===== config.mk =====
export PLATFORM = sky130hd
export DESIGN_NAME = multicycle_alu_flat
export DESIGN_NICKNAME = d
export VERILOG_FILES = /design/src/rtl/alu_pkg.sv /design/src/rtl/multicycle_alu_if.sv /design/src/rtl/alu_mul_seq.sv /design/src/rtl/multicycle_alu.sv /design/src/flat_wrapper.sv
export SDC_FILE = /design/constraint.sdc
export NUM_CORES = 1
export LEC_CHECK = 0
export CAP_MARGIN = 20
export CELL_PAD_IN_SITES_DETAIL_PLACEMENT = 0
export CELL_PAD_IN_SITES_GLOBAL_PLACEMENT = 1
export CORE_MARGIN = 8
export CORE_UTILIZATION = 50
export CTS_CLUSTER_SIZE = 16
export DETAILED_ROUTE_END_ITERATION = 10
export PLACE_DENSITY = 0.93
export SLEW_MARGIN = 25
export SYNTH_ARGS = -nofsm -noshare
export SYNTH_HDL_FRONTEND = slang
export SYNTH_HIERARCHICAL = 1
export SYNTH_SLANG_ARGS = --single-unit
export TNS_END_PERCENT = 5

===== constraint.sdc =====
create_clock -name clk -period 8.85 [get_ports clk]
set_input_delay 1.77 -clock clk [delete_from_list [all_inputs] [get_ports clk]]
set_output_delay 1.77 -clock clk [all_outputs]
set_load 0.005 [all_outputs]

===== src/rtl/alu_pkg.sv =====
// rtl/alu_pkg.sv - opcodes, FSM states and flag bit positions for multicycle_alu
package alu_pkg;

  localparam logic [3:0] OP_ADD  = 4'd0;
  localparam logic [3:0] OP_SUB  = 4'd1;
  localparam logic [3:0] OP_LSH  = 4'd2;
  localparam logic [3:0] OP_RSH  = 4'd3;
  localparam logic [3:0] OP_OR   = 4'd4;
  localparam logic [3:0] OP_AND  = 4'd5;
  localparam logic [3:0] OP_XOR  = 4'd6;
  localparam logic [3:0] OP_NOT  = 4'd7;
  localparam logic [3:0] OP_PASS = 4'd8;
  localparam logic [3:0] OP_ASR  = 4'd9;
  localparam logic [3:0] OP_MUL  = 4'd10;

  localparam int FLAG_N = 3;
  localparam int FLAG_Z = 2;
  localparam int FLAG_C = 1;
  localparam int FLAG_V = 0;

  typedef enum logic [1:0] {
    ST_IDLE,
    ST_MUL_BUSY,
    ST_HOLD
  } alu_state_e;

endpackage


===== src/rtl/multicycle_alu_if.sv =====
// rtl/multicycle_alu_if.sv - request/result handshake bundle for multicycle_alu
interface multicycle_alu_if #(
  parameter int WIDTH  = 16,
  parameter int FUNC_W = 4
);

  logic              in_valid;
  logic              in_ready;
  logic [WIDTH-1:0]  a;
  logic [WIDTH-1:0]  b;
  logic [FUNC_W-1:0] func;
  logic              out_valid;
  logic              out_ready;
  logic [WIDTH-1:0]  z;
  logic [3:0]        flags;

  modport master (
    output in_valid, a, b, func, out_ready,
    input  in_ready, out_valid, z, flags
  );

  modport slave (
    input  in_valid, a, b, func, out_ready,
    output in_ready, out_valid, z, flags
  );

endinterface


===== src/rtl/alu_mul_seq.sv =====
// rtl/alu_mul_seq.sv - iterative shift-add multiplier, one multiplier bit per cycle
module alu_mul_seq #(
  parameter int WIDTH = 16
) (
  input  logic               clk,
  input  logic               rst_n,
  input  logic               start,
  input  logic [WIDTH-1:0]   a,
  input  logic [WIDTH-1:0]   b,
  output logic               done,
  output logic [2*WIDTH-1:0] product
);

  localparam int CNT_W = $clog2(WIDTH);

  logic [2*WIDTH-1:0] mcand;
  logic [WIDTH-1:0]   mplier;
  logic [2*WIDTH-1:0] acc;
  logic [2*WIDTH-1:0] acc_nxt;
  logic [CNT_W-1:0]   cnt;
  logic               busy;

  assign acc_nxt = acc + (mplier[0] ? mcand : '0);

  // done flags the final step so the caller can capture the product on the same edge
  assign done    = busy && (cnt == CNT_W'(WIDTH - 1));
  assign product = acc_nxt;

  always_ff @(posedge clk or negedge rst_n) begin
    if (!rst_n) begin
      mcand  <= '0;
      mplier <= '0;
      acc    <= '0;
      cnt    <= '0;
      busy   <= 1'b0;
    end else if (start) begin
      mcand  <= {{WIDTH{1'b0}}, a};
      mplier <= b;
      acc    <= '0;
      cnt    <= '0;
      busy   <= 1'b1;
    end else if (busy) begin
      acc    <= acc_nxt;
      mcand  <= mcand << 1;
      mplier <= mplier >> 1;
      cnt    <= cnt + 1'b1;
      if (done) begin
        busy <= 1'b0;
      end
    end
  end

endmodule


===== src/rtl/multicycle_alu.sv =====
// rtl/multicycle_alu.sv - ALU with single-cycle ops and a sequential multiply behind a valid/ready handshake
module multicycle_alu
  import alu_pkg::*;
#(
  parameter int WIDTH  = 16,
  parameter int FUNC_W = 4
) (
  input  logic clk,
  input  logic rst_n,
  multicycle_alu_if.slave bus
);

  alu_state_e         state;
  logic [WIDTH-1:0]   z_q;
  logic [3:0]         flags_q;
  logic               out_valid_q;

  logic               accept;
  logic               mul_start;
  logic               mul_done;
  logic [2*WIDTH-1:0] mul_product;
  logic [3:0]         mul_flags;

  logic [WIDTH:0]     sum;
  logic [WIDTH:0]     diff;
  logic [WIDTH:0]     shl;
  logic [WIDTH:0]     shr;
  logic [WIDTH-1:0]   asr;
  logic               amt_big;
  logic [WIDTH-1:0]   alu_z;
  logic               alu_c;
  logic               alu_v;
  logic [3:0]         alu_flags;

  assign bus.in_ready  = (state == ST_IDLE);
  assign bus.out_valid = out_valid_q;
  assign bus.z         = z_q;
  assign bus.flags     = flags_q;

  assign accept    = bus.in_valid && bus.in_ready;
  assign mul_start = accept && (bus.func == FUNC_W'(OP_MUL));

  alu_mul_seq #(.WIDTH(WIDTH)) u_mul (
    .clk     (clk),
    .rst_n   (rst_n),
    .start   (mul_start),
    .a       (bus.a),
    .b       (bus.b),
    .done    (mul_done),
    .product (mul_product)
  );

  always_comb begin
    mul_flags         = '0;
    mul_flags[FLAG_N] = mul_product[WIDTH-1];
    mul_flags[FLAG_Z] = (mul_product[WIDTH-1:0] == '0);
    mul_flags[FLAG_C] = |mul_product[2*WIDTH-1:WIDTH];
  end

  // The extra guard bit on each shift catches the last bit pushed out, including at amount == WIDTH
  always_comb begin
    sum     = {1'b0, bus.a} + {1'b0, bus.b};
    diff    = {1'b0, bus.a} - {1'b0, bus.b};
    shl     = {1'b0, bus.a} << bus.b;
    shr     = {bus.a, 1'b0} >> bus.b;
    amt_big = (bus.b >= WIDTH'(WIDTH));
    asr     = amt_big ? {WIDTH{bus.a[WIDTH-1]}} : WIDTH'($signed(bus.a) >>> bus.b);
    alu_z   = '0;
    alu_c   = 1'b0;
    alu_v   = 1'b0;
    case (bus.func)
      FUNC_W'(OP_ADD): begin
        alu_z = sum[WIDTH-1:0];
        alu_c = sum[WIDTH];
        alu_v = (bus.a[WIDTH-1] == bus.b[WIDTH-1]) && (sum[WIDTH-1] != bus.a[WIDTH-1]);
      end
      FUNC_W'(OP_SUB): begin
        alu_z = diff[WIDTH-1:0];
        alu_c = diff[WIDTH];
        alu_v = (bus.a[WIDTH-1] != bus.b[WIDTH-1]) && (diff[WIDTH-1] != bus.a[WIDTH-1]);
      end
      FUNC_W'(OP_LSH): begin
        alu_z = shl[WIDTH-1:0];
        alu_c = shl[WIDTH];
      end
      FUNC_W'(OP_RSH): begin
        alu_z = shr[WIDTH:1];
        alu_c = shr[0];
      end
      FUNC_W'(OP_OR):   alu_z = bus.a | bus.b;
      FUNC_W'(OP_AND):  alu_z = bus.a & bus.b;
      FUNC_W'(OP_XOR):  alu_z = bus.a ^ bus.b;
      FUNC_W'(OP_NOT):  alu_z = ~bus.a;
      FUNC_W'(OP_PASS): alu_z = bus.a;
      FUNC_W'(OP_ASR):  alu_z = asr;
      default:          alu_z = '0;
    endcase
    alu_flags         = '0;
    alu_flags[FLAG_N] = alu_z[WIDTH-1];
    alu_flags[FLAG_Z] = (alu_z == '0);
    alu_flags[FLAG_C] = alu_c;
    alu_flags[FLAG_V] = alu_v;
  end

  always_ff @(posedge clk or negedge rst_n) begin
    if (!rst_n) begin
      state       <= ST_IDLE;
      z_q         <= '0;
      flags_q     <= '0;
      out_valid_q <= 1'b0;
    end else begin
      case (state)
        ST_IDLE: begin
          if (mul_start) begin
            state <= ST_MUL_BUSY;
          end else if (accept) begin
            z_q         <= alu_z;
            flags_q     <= alu_flags;
            out_valid_q <= 1'b1;
            state       <= ST_HOLD;
          end
        end
        ST_MUL_BUSY: begin
          if (mul_done) begin
            z_q         <= mul_product[WIDTH-1:0];
            flags_q     <= mul_flags;
            out_valid_q <= 1'b1;
            state       <= ST_HOLD;
          end
        end
        ST_HOLD: begin
          if (bus.out_ready) begin
            out_valid_q <= 1'b0;
            state       <= ST_IDLE;
          end
        end
        default: state <= ST_IDLE;
      endcase
    end
  end

endmodule


===== src/flat_wrapper.sv =====
// flat-port wrapper written by rule: the top's interface ports become plain ports
module multicycle_alu_flat import alu_pkg::*;
#(
  parameter int WIDTH  = 16,
  parameter int FUNC_W = 4
)
  (clk, rst_n, bus_in_valid, bus_a, bus_b, bus_func, bus_out_ready, bus_in_ready, bus_out_valid, bus_z, bus_flags);
  multicycle_alu_if #(.WIDTH(WIDTH), .FUNC_W(FUNC_W)) bus_i ();
  input  logic clk;
  input  logic rst_n;
  input wire logic [$bits(bus_i.in_valid)-1:0] bus_in_valid;
  input wire logic [$bits(bus_i.a)-1:0] bus_a;
  input wire logic [$bits(bus_i.b)-1:0] bus_b;
  input wire logic [$bits(bus_i.func)-1:0] bus_func;
  input wire logic [$bits(bus_i.out_ready)-1:0] bus_out_ready;
  output wire logic [$bits(bus_i.in_ready)-1:0] bus_in_ready;
  output wire logic [$bits(bus_i.out_valid)-1:0] bus_out_valid;
  output wire logic [$bits(bus_i.z)-1:0] bus_z;
  output wire logic [$bits(bus_i.flags)-1:0] bus_flags;
  assign bus_i.in_valid = bus_in_valid;
  assign bus_i.a = bus_a;
  assign bus_i.b = bus_b;
  assign bus_i.func = bus_func;
  assign bus_i.out_ready = bus_out_ready;
  assign bus_in_ready = bus_i.in_ready;
  assign bus_out_valid = bus_i.out_valid;
  assign bus_z = bus_i.z;
  assign bus_flags = bus_i.flags;
  multicycle_alu #(.WIDTH(WIDTH), .FUNC_W(FUNC_W)) u_core (.clk(clk), .rst_n(rst_n), .bus(bus_i));
endmodule

After elaboration in Yosys (flattened, before gate mapping):

Cells that the tools add are included.

* RAM bits: 0
* memories kept: 0
* input port bits: 40
* logic and storage cells: 93
* bits in latches: 0
* register bits after elaboration: 108
* bits in read-only memories: 0

* reductions and logical operators: 16
* eq/ne operators: 22
* mux-type cells: 34
* add/subtract/negate cells: 4
* shift operators: 3
* bitwise gates (word level): 4
* $lt $le $gt $ge: 1
* divide/modulo/power cells: 0
* multiply operators: 0

Operators by type and width (count)
* $mux W32: 5
* $pmux W16 S10: 1
* $mux W16: 6
* $add A32 B32 Y32: 1
* $logic_not A16 Y1: 2
* $pmux W16 S2: 1
* $mux W4: 5
* $add A16 B16 Y17: 1
* $shl A16 B16 Y17: 1
* $shr A17 B16 Y17: 1
* $sub A16 B16 Y17: 1
* $and A16 B16 Y16: 1
* $eq A4 B3 Y1 const B: 4
* $eq A4 B4 Y1 const B: 4
* $ge A16 B5 Y1 const B: 1
* $not A16 Y16: 1
* $or A16 B16 Y16: 1
* $reduce_or A16 Y1: 1
* $sshr A16 B16 Y16: 1
* $xor A16 B16 Y16: 1
* $eq A4 B2 Y1 const B: 2
* $mux W2: 4
* $pmux W4 S2: 1
* $mux W1: 7
* other kinds (21): 30

Longest topological paths before layout:

* depth in word-level cells: 7
* mapped depth: 18
* gate-level depth less buffers: 17

Cells and area by module:

The synthesis kept the hierarchy.

Modules (own cells, without submodules)
* multicycle_alu: times used 1, cells each 885, area each 6457.4 um^2
* alu_mul_seq: times used 1, cells each 617, area each 5667.9 um^2

Worst setup path after synthesis:

Ideal clock, no wire load.

* path type: input-to-reg
* start point: in bus_b[1]
* end point: reg u_core.flags_q[2] (netlist: u_core/bus.flags[2])
* buffers on the path: 3
* setup time: 0.076 ns
* cell stages on the path: 16
* data required time: 8.774 ns
* path slack: 3.718 ns
* arrival time: 5.056 ns
* path through: buf_4 buf_4 inv_1 clkbuf_1 ha_1 o21ba_2 nor4_1 or4bb_1 nand2_1 a21o_1 a21oi_1 xor2_1 o211ai_1 or4_1 or3_1 o21ai_1

* word-level cells in the longest chain between the ends: 7
* elaborated cells between the ends (all ways): 15

RTL lines
* start, declared: line flat_wrapper.sv:13 `input wire logic [$bits(bus_i.b)-1:0] bus_b;`
* $ge A16 B5 Y1 / $sshr A16 B16 Y16 (equally long branches): line multicycle_alu.sv:66, multicycle_alu.sv:67
* $mux W16: line multicycle_alu.sv:67 `asr = amt_big ? {WIDTH{bus.a[WIDTH-1]}} : WIDTH'($signed(bus.a) >>> bus.b);`
* $pmux W16 S10 (*): line multicycle_alu.sv:71 `case (bus.func)`
* $logic_not A16 Y1 (*): line multicycle_alu.sv:100 `alu_flags[FLAG_Z] = (alu_z == '0);`
* $mux W4 (*): line multicycle_alu.sv:116 `end else if (accept) begin`
* $mux W4 (*): line multicycle_alu.sv:114 `if (mul_start) begin`
* $pmux W4 S2 (*): line multicycle_alu.sv:112 `case (state)`
* end signal, assigned: line multicycle_alu.sv:118 `flags_q <= alu_flags;`
* end signal, assigned: line multicycle_alu.sv:126 `flags_q <= mul_flags;`
* end, declared: line multicycle_alu.sv:15 `logic [3:0] flags_q;`

Every way passes the cells marked *; elsewhere a longest branch is shown, timed or not. The select of a mux whose other input is x is not followed.
A chain may end at the register's enable or synchronous reset.

Worst setup path in the final report:

* start point: in bus_b[2]
* end point: reg u_core.flags_q[2] (netlist: u_core/bus.flags[2])

Same word-level chain as after synthesis.

==> flow_metrics.tcl <==
set metrics [dict create \
    die-area_sq_um 29490 \
    async_flop_share_pct 100.0 \
    die_h_microns 171.7 \
    regToRegSetupSlack_ps 3930 \
    path_max_fanout 51 \
    synth_area_per_cell_sq_um 8.073 \
    fmaxAchievable_ghz 0.1630 \
    tightest_slew_ps 981.8 \
    hpwl_microns 33160 \
    nFillCells 2331 \
    ir_worst_vdd_mv 0.1547 \
    post-route-min-period_ps 6134 \
    diodes 0 \
    max-slew-margin-rel_pct 34.04 \
    synth_edf_count 0 \
    postCtsHoldBufs 0 \
    grt_max_degree 71 \
    remaining_drc_errors 0 \
    worstPathRequired_ps 9130 \
    crit_arrival_ps 6410 \
    antenna_found_initial 0 \
    rsz0062_at_grt "false" \
    io_pins 62 \
    clock_skew_ps 14.91 \
    numCtsBuffers 9 \
    p_switching_w 0.001753 \
    root_buffer "clkbuf_16" \
    hold_end "u_core/bus.z[5]" \
    status "finished clean" \
    synth-main-ff-cell "dfrtp_1" \
    swShare_pct 48.20 \
    min_from "u_core/bus.z[5]" \
    dr.pass1.iters 6 \
    h-tree-depth 3 \
    fin_setup_tns_ps 0 \
    cts_resized 0 \
    cts_setup_buffers 0 \
    synth-seq-cells 107 \
    finalHoldViolations 0 \
    synth_fp_nets 1625 \
    setup_violations 0 \
    wl_per_cell_microns 24.24 \
    vias_per_cell 6.683 \
    grt_pass1_wl_microns 67950 \
    grt_pass1_vias 11613 \
    whs_path_depth 2 \
    track_usage_pct 29.69 \
    netlist_area_sq_um 12130 \
    worstSetupPathType "in -> reg" \
    die_w_microns 171.7 \
    cts_tree "built" \
    drv_slew 0 \
    finalNonFillerCells 1808 \
    syn_inst 1502 \
    layout.nets 1602 \
    r2r_end "u_core/bus.flags[1]" \
    critPathLaunchType "primary input" \
    grt_remaining_overflow 0 \
    hold_class "reg -> reg" \
    drt_iter0_drc 1469 \
    power_leakage_nw 5.404 \
    p_int_w 0.001884 \
    clock_latency_ps 360 \
    finalPower_w 0.003637 \
    clk_path_buf_depth 2 \
    gp_congestion 1.031 \
    power_frac_seq_pct 25.0 \
    p_comb_share_pct 64.0 \
    drv_cap 0 \
    pwr-share-clk_pct 11.0 \
    drive_above_1_share_pct 8.423 \
    yosys_warnings 6 \
    synthToLayoutAreaGrowth_pct 7.687 \
    ff2ff_path_depth 16 \
    io_buffers 61 \
    ys_seq_area_share_pct 22.08 \
    power_density_nw_per_um2 278.5 \
    endpoint_kind "register" \
    drtAntennaViolNets 0 \
    rr_startpoint "u_core/u_mul/mplier[0]" \
    core_sq_um 24030 \
    period_share_pct 69.31 \
    initial_core_util_pct 50.45 \
    clk_pin_slew_ps 80 \
    yosysUniqueCellTypes 101 \
    cts_sinks 107 \
    num_vias 12082 \
    rows 57 \
    numPlacedInstances 1792 \
    drt_wl_total_microns 43830 \
]
[layer usage]
| metal | share of wire [%] | up-vias | track usage (%) |
|---|---|---|---|
| met4 | 4.3 | 0 | 12.78 |
| met2 | 45 | 689 | 46.52 |
| met5 | 0 | - | 0 |
| li1 | - | 5437 | - |
| met1 | 41 | 5844 | 39.92 |
| met3 | 9.5 | 112 | 4.797 |
[final cells by class]
cell class | instances | area [sq um] | area share (%)
Multi-Input combinational cell | 1212 | 8652 | 66.26
Sequential cell | 107 | 2681 | 20.53
Timing Repair Buffer | 87 | 788.3 | 6.037
Tap cell | 324 | 405.4 | 3.105
Clock buffer | 10 | 239.0 | 1.830
Inverter | 62 | 232.7 | 1.782
Clock inverter | 6 | 58.81 | 0.4504
[cell usage after synthesis (5+ instances only)]
cell type / number / area, sq um
o221ai_1: 6 / 52.55
nor4_1: 24 / 150.1
a31oi_1: 12 / 75.07
o211ai_1: 16 / 120.1
xor2_1: 17 / 148.9
buf_2: 22 / 110.1
nand2b_1: 18 / 112.6
and3_1: 8 / 50.05
a22oi_1: 8 / 60.06
nand4_1: 22 / 137.6
buf_1: 7 / 26.28
mux2_2: 11 / 123.9
o31ai_1: 10 / 75.07
a22o_1: 12 / 105.1
or3_1: 9 / 56.30
o22ai_1: 12 / 75.07
nor3_1: 32 / 160.2
nor2_1: 123 / 461.7
inv_1: 59 / 221.5
xnor2_1: 27 / 236.5
buf_4: 7 / 52.55
ha_1: 80 / 1001
nand3_1: 33 / 165.2
nor3b_1: 5 / 37.54
a221oi_1: 8 / 70.07
dfrtp_1: 107 / 2678
a21o_1: 22 / 165.2
and2_1: 38 / 237.7
a21oi_1: 93 / 465.5
nor2b_1: 18 / 112.6
o21bai_1: 12 / 90.09
or4_1: 8 / 60.06
clkbuf_1: 77 / 289.0
o21a_1: 11 / 82.58
mux2i_1: 106 / 1061
o32ai_1: 5 / 43.79
nand2_1: 156 / 585.6
o21ai_1: 8 / 40.04
o21ai_0: 99 / 495.5
a211oi_1: 19 / 142.6
mux4_2: 26 / 585.6
[power by group through the flow]
stage / Sequential (W) / Clock [W] / Combinational (W)
6_report: 0.000909 / 0.000401 / 0.00233
3_3_place_gp: 0.000901 / 0 / 0.00224
3_5_place_dp: 0.000913 / 0 / 0.00228
2_1_floorplan: 0.000834 / 0 / 0.00175
5_1_grt: 0.000939 / 0.000429 / 0.00254
4_1_cts: 0.000906 / 0.000412 / 0.00230
[cells by family after synthesis]
family                   Yosys count  synth area share [%]
XOR/XNOR                          44                 3.178
multiplexers                     144                 14.69
buffers and inverters            183                 6.635
AND/OR/NAND/NOR                  523                 21.44
flip-flops                       107                 22.08
AO/OA/AOI/OAI                    418                 23.22
adder cells (fa/ha/maj)           83                 8.750
[layout by cell type (no fill, tap or decap), types with 23 or more instances in the layout]
cell	instances
mux4_2	26
a21oi_1	93
xnor2_1	27
ha_1	80
dfrtp_1	106
inv_1	59
nand2_1	156
mux2i_1	106
clkdlybuf4s50_1	57
buf_4	27
nor4_1	23
o21ai_0	99
nand3_1	33
nor3_1	32
nor2_1	123
and2_1	38
[worst max-delay path, stage by stage]
cell,delay (ps)
buf_2,80
buf_4,500
clkinv_1,660
ha_1,630
nor4_1,540
or4bb_1,250
nand2_1,100
a21o_1,220
a21oi_1,170
xor2_1,290
o211ai_1,160
or4_1,530
or3_1,350
o21ai_1,130
[registers in the layout (all words and copies together), names as in the netlist]
register,count
u_core/bus.flags,3
u_core/u_mul/mplier,16
u_core/u_mul/acc,32
u_core/state,2
u_core/bus.z,16
u_core/bus.out_valid,1
u_core/u_mul/cnt,4
u_core/u_mul/mcand,32
u_core/u_mul/busy,1
[worst max path at each step]
stage,startpoint,to,slack (ps),depth (start not counted)
final,bus_b[2],u_core/bus.flags[2],2720,14
after global routing,bus_b[2],u_core/bus.flags[2],2390,14
after CTS,bus_b[2],u_core/bus.flags[2],2840,14
after detailed placement,bus_b[2],u_core/bus.flags[2],2460,14
after global placement,bus_b[2],u_core/bus.flags[2],2480,15
after floorplan,bus_b[1],u_core/bus.flags[2],3720,16
[through the flow]
step                      area [sq um]  util [%]  worst slack [ps]  hold WS [ps]
after floorplan                  12130         -              3718         465.6
after global placement           12750     53.06              2482         462.8
after detailed placement         12760     53.09              2464         469.2
after CTS                        13060     54.33              2837         487.7
after global routing             13060     54.33              2394         501.3
final                            13060     54.33              2716         479.9
Note: power is estimated with default switching activity, not from simulation.
